**src/rtl/fifo_stim_driver.sv**
```systemverilog
// fifo_stim_driver: LFSR-based stimulus source for a FIFO DUT.
// Sequences DUT reset, weighted random traffic and a drain phase, then flags completion.
module fifo_stim_driver #(
    parameter int          FIFO_WIDTH    = 16,
    parameter int          FIFO_DEPTH    = 8,
    parameter int          NUM_TXN       = 1000,
    parameter int          WR_EN_ON_DIST = 70,
    parameter int          RD_EN_ON_DIST = 30,
    parameter int          RST_PCT       = 2,
    parameter int          RST_CYCLES    = 2,
    parameter logic [31:0] LFSR_SEED     = 32'hACE1_2468
) (
    input  logic                  clk,
    input  logic                  rst,
    input  logic                  start,
    input  logic                  fifo_empty,
    output logic                  dut_rst_n,
    output logic [FIFO_WIDTH-1:0] data_in,
    output logic                  wr_en,
    output logic                  rd_en,
    output logic                  sample_start,
    output logic                  test_finished,
    output logic [31:0]           txn_count
);

    typedef enum logic [2:0] {
        IDLE,
        DUT_RST,
        RUN,
        DRAIN,
        DONE
    } state_t;

    localparam logic [31:0] POLY      = 32'h8020_0003;
    localparam logic [31:0] NUM_TXN_W = 32'(NUM_TXN);
    localparam logic [31:0] RST_LAST  = 32'(RST_CYCLES - 1);
    localparam logic [31:0] DEPTH_W   = 32'(FIFO_DEPTH);
    localparam logic [7:0]  WR_TH     = 8'(WR_EN_ON_DIST);
    localparam logic [7:0]  RD_TH     = 8'(RD_EN_ON_DIST);
    localparam logic [7:0]  RST_TH    = 8'(RST_PCT);

    state_t                state_q;
    logic [31:0]           lfsr_q;
    logic [31:0]           lfsr_d;
    logic [31:0]           cnt_q;
    logic [31:0]           txn_q;
    logic                  rst_n_q;
    logic                  wr_q;
    logic                  rd_q;
    logic                  ss_q;
    logic                  fin_q;
    logic [FIFO_WIDTH-1:0] data_q;
    logic                  wr_hit;
    logic                  rd_hit;
    logic                  rst_hit;

    // Maps a 7-bit field onto 0..99 so thresholds read as percentages.
    function automatic logic [6:0] pct(input logic [6:0] f);
        return 7'((14'(f) * 14'd100) >> 7);
    endfunction

    always_comb begin
        lfsr_d  = {1'b0, lfsr_q[31:1]} ^ (lfsr_q[0] ? POLY : 32'd0);
        wr_hit  = {1'b0, pct(lfsr_q[6:0])} < WR_TH;
        rd_hit  = {1'b0, pct(lfsr_q[13:7])} < RD_TH;
        rst_hit = {1'b0, pct(lfsr_q[20:14])} < RST_TH;
    end

    always_ff @(posedge clk) begin
        if (rst) begin
            state_q <= IDLE;
            lfsr_q  <= LFSR_SEED;
            cnt_q   <= '0;
            txn_q   <= '0;
            rst_n_q <= 1'b1;
            wr_q    <= 1'b0;
            rd_q    <= 1'b0;
            ss_q    <= 1'b0;
            fin_q   <= 1'b0;
            data_q  <= '0;
        end else begin
            unique case (state_q)
                IDLE: begin
                    rst_n_q <= 1'b1;
                    wr_q    <= 1'b0;
                    rd_q    <= 1'b0;
                    if (start) begin
                        // The start edge itself is the first reset cycle.
                        rst_n_q <= 1'b0;
                        cnt_q   <= 32'd1;
                        state_q <= (RST_CYCLES == 1) ? RUN : DUT_RST;
                    end
                end
                DUT_RST: begin
                    rst_n_q <= 1'b0;
                    wr_q    <= 1'b0;
                    rd_q    <= 1'b0;
                    if (cnt_q >= RST_LAST) begin
                        state_q <= RUN;
                    end else begin
                        cnt_q <= cnt_q + 32'd1;
                    end
                end
                RUN: begin
                    rst_n_q <= ~rst_hit;
                    wr_q    <= wr_hit;
                    rd_q    <= rd_hit;
                    data_q  <= lfsr_q[FIFO_WIDTH-1:0];
                    lfsr_q  <= lfsr_d;
                    ss_q    <= ~ss_q;
                    txn_q   <= txn_q + 32'd1;
                    if (txn_q + 32'd1 >= NUM_TXN_W) begin
                        state_q <= DRAIN;
                        cnt_q   <= '0;
                    end
                end
                DRAIN: begin
                    rst_n_q <= 1'b1;
                    wr_q    <= 1'b0;
                    rd_q    <= 1'b1;
                    ss_q    <= ~ss_q;
                    if (fifo_empty || cnt_q >= DEPTH_W) begin
                        state_q <= DONE;
                    end else begin
                        cnt_q <= cnt_q + 32'd1;
                    end
                end
                DONE: begin
                    rst_n_q <= 1'b1;
                    wr_q    <= 1'b0;
                    rd_q    <= 1'b0;
                    fin_q   <= 1'b1;
                end
                default: begin
                    state_q <= IDLE;
                end
            endcase
        end
    end

    assign dut_rst_n     = rst_n_q;
    assign data_in       = data_q;
    assign wr_en         = wr_q;
    assign rd_en         = rd_q;
    assign sample_start  = ss_q;
    assign test_finished = fin_q;
    assign txn_count     = txn_q;

endmodule
```
**config.mk**
```make
export PLATFORM = sky130hd
export DESIGN_NAME = fifo_stim_driver
export DESIGN_NICKNAME = d
export VERILOG_FILES = /design/src/rtl/fifo_stim_driver.sv
export SDC_FILE = /design/constraint.sdc
export NUM_CORES = 1
export LEC_CHECK = 0
export ABC_CLOCK_PERIOD_IN_PS = 4300
export BUFFER_PORTS_ARGS = -buffer_cell sky130_fd_sc_hd__clkbuf_2
export CAP_MARGIN = 25
export CORE_ASPECT_RATIO = 1.75
export CORE_MARGIN = 10
export CORE_UTILIZATION = 30
export DETAILED_ROUTE_END_ITERATION = 12
export GPL_TIMING_DRIVEN = 0
export PLACE_DENSITY_LB_ADDON = 0.15
export SETUP_SLACK_MARGIN = 0.05
export SLEW_MARGIN = 20
export SYNTH_ARGS = -nofsm -noshare
export SYNTH_HDL_FRONTEND = slang
export SYNTH_SLANG_ARGS = --single-unit
```
**constraint.sdc**
```tcl
create_clock -name clk -period 4.3 [get_ports clk]
set_input_delay 0.215 -clock clk [delete_from_list [all_inputs] [get_ports clk]]
set_output_delay 0.215 -clock clk [all_outputs]
set_load 0.05 [all_outputs]
```
==> results of run 1 <==
==> logic make-up after synthesis <==
| logic type | Yosys count | synth area share |
|---|---|---|
| AOI/OAI and AO/OA | 151 | 0.144 |
| xor gates and xnor gates | 51 | 0.0667 |
| adders and majority gates | 79 | 0.151 |
| buffers and inverters | 73 | 0.0493 |
| DFF | 112 | 0.335 |
| muxes | 1 | 0.00150 |
| and+or+nand+nor | 333 | 0.252 |
==> how the worst max path moves through the flow <==
stage / from / endpoint / slack (ns) / cells after the start
2_1_floorplan: txn_count[0]$_SDFFE_PP0P_ / cnt_q[18]$_SDFFE_PP0P_ / 0.89 / 11
3_5_place_dp: txn_count[0]$_SDFFE_PP0P_ / cnt_q[18]$_SDFFE_PP0P_ / 0.67 / 11
3_3_place_gp: txn_count[0]$_SDFFE_PP0P_ / cnt_q[18]$_SDFFE_PP0P_ / 0.64 / 11
6_report: txn_count[0]$_SDFFE_PP0P_ / cnt_q[18]$_SDFFE_PP0P_ / 0.70 / 11
5_1_grt: txn_count[0]$_SDFFE_PP0P_ / cnt_q[30]$_SDFFE_PP0P_ / 0.47 / 10
4_1_cts: txn_count[0]$_SDFFE_PP0P_ / cnt_q[18]$_SDFFE_PP0P_ / 0.65 / 11
==> worst max-delay path: cells and delay by family, from the launching register on <==
kind,cells,cell delay [ns]
and+or+nand+nor,5,1.75
DFF,1,0.43
adders and majority gates,1,0.27
buffers and inverters,2,0.41
AOI/OAI and AO/OA,3,0.63
==> cell type report <==
class	instances	area, um^2
inverters	20	75.1
plain buffers	53	255
multi-input cells	615	4130
clock buffers	9	225
repair buffers	56	280
clock inverters	7	120
fillers	2366	14400
well taps	296	370
flip-flops and latches	112	2240
==> power breakdown <==
part           switching, mW  total, mW  leakage [nW]  internal [mW]
combinational          0.936       1.49          2.00          0.550
clock                  0.416      0.988         0.166          0.571
sequential             0.116       1.25         0.906           1.14
total                   1.47       3.73          3.07           2.26
==> flip-flops by register name, summed over array words and instances (netlist names) <==
signal	count
wr_en	1
rd_en	1
data_in	8
lfsr_q	32
dut_rst_n	1
txn_count	32
test_finished	1
cnt_q	32
state_q	3
sample_start	1
==> per-stage QoR <==
step	total power, mW	instances	util	setup WS (ns)	cell area, um^2
after floorplan	2.37	800	-	0.890	6690
after global placement	2.79	1152	0.333	0.644	7340
after detailed placement	2.80	1152	0.333	0.666	7350
after CTS	3.80	1168	0.349	0.648	7690
after global routing	4.01	1168	0.349	0.467	7690
final	3.73	1168	0.349	0.700	7690
==> routing by layer <==
| layer | wire (um) | global-route usage | up-vias |
|---|---|---|---|
| li1 | - | - | 2997 |
| met1 | 7780 | 0.137 | 2813 |
| met2 | 10200 | 0.248 | 72 |
| met3 | 604 | 0.0279 | 18 |
| met4 | 300 | 0.0420 | 0 |
| met5 | 0 | 0 | - |
==> Yosys cell counts (3+ instances only) <==
cell type  number
a211oi_1        3
a21o_1          4
a21oi_1        58
a21oi_2         4
a31oi_1         6
a41oi_1         5
and2_1          3
and3_1         15
and4_1          5
buf_1           3
buf_2           5
buf_4          11
clkbuf_1       32
dfxtp_1       112
fa_1            3
ha_1           76
inv_1          20
nand2_1       105
nand2b_1        4
nand3_1        36
nand4_1        22
nand4b_1        3
nor2_1         57
nor2b_1         6
nor3_1         26
nor4_1         17
o211ai_1        5
o21a_1         14
o21ai_0        24
o22ai_1         3
o31ai_1         6
o41ai_1         3
or2_2           3
or3_1          11
or4_1           5
xnor2_1        28
xor2_1         23
==> results.md, run 1 <==
* Max Freq at 0.278 GHz
* Post-Syn Nets at just under 900
* Register area share after synthesis at 0.335
* RSZ-0062 raised after global routing: no
* Syn Area/Cell at approximately 8.4 um^2
* CP required at 4.56 ns
* Fin Clk Skew at around 0.011 ns
* DR iter-0 viols at 255
* Final Hold Viols at 0
* Tcrit/Tclk final at 0.837
* Die area at 28900 um^2
* First-pass GRT wire length at 30.8 mm
* Hold WS at about 0.28 ns
* Crit path time final at 3.60 ns
* Synth Instances at 800
* Syn-to-layout area delta at 15.0%
* Reg2reg end: cnt_q[18]$_SDFFE_PP0P_
* TNS Setup at 0 ns
* Yosys warns at 0
* Reg2Reg Launch Point: txn_count[0]$_SDFFE_PP0P_
* Die width at 133 um
* # diodes at 0
* Worst Reg-to-Reg Cells at 11
* Post-CTS Setup Bufs at 0
* Post-synth EDFFs at 0
* Drt first pass iters at 4
* Final Setup Violations at 0
* PD cells at 485 nW/um^2
* Row count at 72
* Vias per cell at 5.05
* Post-CTS resize count at 0
* WL final at approximately 19 mm
* Synthesized flop and latch total at 112
* Critical-path cell list: ha_1, nand4_1, or4_4, nor3_1, o211ai_1, nor4_1, o2111a_1, buf_4, buf_4, nor3_1, o21a_1
* Clk buf depth at 2
* Clock Latency Late Sink at 0.36 ns
* Crit path launch type: register
* Hold Crit Class: input port to register
* Layout cells sized above 1 at 0.126
* P_leak at 3.07 nW
* Synth top area share at 0.335
* Crit Path Max Fanout at 10
* Post-CTS Hold Buffers at 0
* # IOs at 57
* Initial core utilization at 0.303
* DR DRC count at 0
* Final ANT Viol Nets at 0
* Yosys top cell by area: dfxtp_1
* Die height at 218 um
* DR WL/cell at 16.2 um
* Outcome: finished, final reports clean
* Highest-count cells in the layout ignoring fill and taps: dfxtp_1 (112), nand2_1 (105), ha_1 (76)
* Critical-path top delay cell: or4_4
* Hold depth at 3
* Routability Congestion at between 0.8 and 0.9
* CP Capture Type: register
* Post-layout net count at 950
* # port buffers at 56
* Largest net degree at the start of global routing at 19
* CP Data Arrival Time at 3.86 ns
* WHS Endpoint: cnt_q[19]$_SDFFE_PP0P_
* Fin. max-slew vios at 0
* Hold wc startpoint: rst
* Worst Setup Path Type: register to register
* Reg2reg setup slack at 0.70 ns
* VDD IR max at 0.199 mV
* DPL Wire Length at 14.5 mm
* Tot GR Track Use at 0.130
* Ys async rst share at 0
* CTS tree: yes
* Synth Flop Type: dfxtp_1
* Max incr delay on CP at about 0.55 ns
* CTS H-tree depth at 3
* CTS root buffer: clkbuf_16
* Distinct cell type count after synthesis at between 60 and 70
* Slew @ Worst Pin at 0.768 ns
* Slew headroom at 0.488
* Total CTS buffers at 9
* Vias at 5900
* Core ar. at 22100 um^2
* Gr ovfl total at 0
* Vias in the first global route at 5915
* Clock Pin Slew Worst Setup and Hold Paths at 0.08 ns
* Mapped Area at around 6700 um^2
* Commonest non-fill, non-tap cell in the layout: dfxtp_1
* Antenna violations before repair at 0
* Max-cap violations at 0
* TritonCTS Sinks at 112
* Top cells by area, synth: dfxtp_1 (33%), ha_1 (14%), nand2_1 (5.9%)
Power figures use the tool's default switching activity.
==> run 2, diff against run 1 <==
- ABC_AREA: default -> 1
- ABC_CLOCK_PERIOD_IN_PS: 4300 -> 3600
- clock period: 4.3 -> 3.6 ns (I/O delays scaled with it)
==> results.md, run 2 <==
* Register area share after synthesis at 0.326
* Die width at 134 um
* Antenna violations before repair at 0
* Simple-gate share of the synthesized area at 0.306
* CP required at 3.90 ns
* Worst Setup Path Type: register to register
* Post-layout utilization of the core at 0.345
* Vias at 6259
* DPL Wire Length at between 15 and 20 mm
* Hold Crit Class: input port to register
* Final Setup Violations at 0
* First-pass GRT wire length at 32.4 mm
* Commonest non-fill, non-tap cell in the layout: nand2_1
* Setup ws final at 0.608 ns
* Post-CTS resize count at 0
* Max Freq at ~0.33 GHz
* RSZ-0062 raised after global routing: no
* Total CTS buffers at 9
* TritonCTS Sinks at ~110
* Crit path from: lfsr_q[2]$_SDFFE_PP0P_
* Mapped Area at 6870 um^2
* Clk buf depth at 2
* Synth Area in Compound Gates at 0.101
* Clock Latency Late Sink at approximately 0.37 ns
* Post-synth EDFFs at 0
* PD cells at 793 nW/um^2
* Core ar. at around 23000 um^2
* Commonest cells in the netlist: nand2_1 (197), inv_1 (121), dfxtp_1 (112), nor2_1 (111), ha_1 (76)
* Die height at 220 um
* Vias per cell at 4.73
* Syn Area/Cell at 7.23 um^2
* Ys async rst share at 0
* Top cells by area, synth: dfxtp_1 (33%), ha_1 (14%), nand2_1 (11%)
* TNS Setup at 0 ns
* Synth Flop Type: dfxtp_1
* CP Data Arrival Time at 3.29 ns
* Row count at 73
* Critical-path top delay cell: dfxtp_1
* CP Buf/Inv Count at 0
* Layout cells sized above 1 at 0.131
* Initial core utilization at 0.303
* # diodes at 0
* Distinct cell type count after synthesis at between 40 and 50
* Crit Path Max Fanout at 6
* Synth top area share at 0.326
* Final Hold Viols at 0
* Syn-to-layout area delta at 13.7%
* Post-route insts no fill at 1322
* Fin. max-slew vios at 0
* DR WL/cell at roughly 15 um
* Routability Congestion at 0.920
* Fin Clk Skew at 0.0128 ns
* Most common cell in the synthesized netlist: nand2_1
* CTS H-tree depth at 3
* # IOs at 57
* Multi-input gate area at 3970 um^2
* Post-CTS Hold Buffers at 0
* Crit path time final at 2.99 ns
* Synth Instances at 951
* Tot GR Track Use at 0.139
* Crit path launch type: register
* Power Total at 6.20 mW
* Post-Syn Nets at 1034
* Reg2Reg Launch Point: lfsr_q[2]$_SDFFE_PP0P_
* WL final at 20.3 mm
* Slew headroom at 0.520
* Critical-path cell list: ha_1, ha_1, fa_1, ha_1, a21oi_1, o221ai_1, xor2_1, nor2_1, nand3_1, nand2_1, nand2_1, a21oi_1
* P_leak at 3.56 nW
* Max-cap violations at 0
* Inst Count DP at 1306
* Post-Synth XOR/XNOR Area at 0.0242
* Synthesized flop and latch total at 112
* Top cell by count, worst path: ha_1
* Seq. cell area at 2240 um^2
* Outcome: finished, final reports clean
* Tcrit/Tclk final at 0.831
* DR iter-0 viols at 292
* Combinational family with the most area after synthesis: simple AND/OR/NAND/NOR gates
* Highest-count cells in the layout ignoring fill and taps: nand2_1 (197), inv_1 (121), dfxtp_1 (112)
* Die area at 29600 um^2
* CTS root buffer: clkbuf_16
* Post-place setup slack at 0.592 ns
* DR DRC count at 0
* # port buffers at 55
* Clock Pin Slew Worst Setup and Hold Paths at roughly 0.080 ns
* Gr ovfl total at 0
* Post-CTS Setup Bufs at 0
* Vias in the first global route at 6295
* Adder-Cell Fraction of Synth Area at 0.147
* CTS tree: yes
* Largest net degree at the start of global routing at 20
* Top Family by Delay on Critical Path: adder cells
* VDD IR max at 0.495 mV
* Max incr delay on CP at 0.46 ns
* Yosys warns at 0
* Yosys top cell by area: dfxtp_1
* Post-synthesis mux area share at 0
* Slew @ Worst Pin at 0.721 ns
* Final ANT Viol Nets at 0
* Drt first pass iters at 4
* CP Capture Type: register
* Filler cells at between 2000 and 3000
* Post-layout net count at 1100
* Hold wc startpoint: start
## run 2: changes by cell type after synthesis, moves of 15 or more
cell,change
xnor2_1,-19
inv_1,+101
nand2_1,+92
nor4_1,-16
nor2_1,+54
and3_1,-15
nor3_2,+19
o21ai_0,+26
nand3_1,+18
## run 2: cell type report
cell class              count  area share
clock buffers              11      0.0311
flip-flops and latches    112       0.287
multi-input cells         676       0.508
inverters                 127      0.0613
well taps                 300      0.0480
plain buffers              36      0.0231
repair buffers             55      0.0352
clock inverters             5     0.00577
## run 2: worst paths after layout
kind	depth (start not counted)	endpoint	slack [ns]
worst max-delay path	12	wr_en$_SDFFE_PP0P_	0.61
worst min-delay path	6	dut_rst_n$_SDFFE_PP1P_	0.25
worst max register to register	12	wr_en$_SDFFE_PP0P_	0.61
worst min register to register	2	cnt_q[18]$_SDFFE_PP0P_	0.45
## run 2: routing by layer
metal	wire, um	track usage	up-vias
met5	0	0	-
met4	684	0.0663	0
met3	685	0.0238	41
met2	10800	0.263	107
met1	8110	0.145	2901
li1	-	-	3210
## run 2: kinds of logic (layout without fill, tap and decap cells)
family	after synthesis	in the layout
AND/OR/NAND/NOR	450	450
buffers and inverters	163	234
AO/OA/AOI/OAI	128	128
flip-flops	112	112
adder cells (fa/ha/maj)	79	79
XOR/XNOR	19	19
## run 2: worst min-delay path: cells and delay by family
| kind | cells | cell delay [ns] |
|---|---|---|
| buf+inv | 2 | 0.17 |
| compound gates | 1 | 0.10 |
| simple gates | 3 | 0.13 |
## run 2: where the power goes
part	leakage, nW	switching (mW)	total (mW)	internal, mW
Clock	0.144	0.516	1.02	0.505
Sequential	0.913	0.353	1.85	1.49
Combinational	2.51	2.20	3.33	1.12
Total	3.56	3.07	6.20	3.12
## run 2: stage by stage
step,instance area (um^2),hold slack (ns)
after detailed placement,7520,0.436
after CTS,7810,0.239
after floorplan,6870,0.418
final,7810,0.255
after global placement,7520,0.432
after global routing,7810,0.297
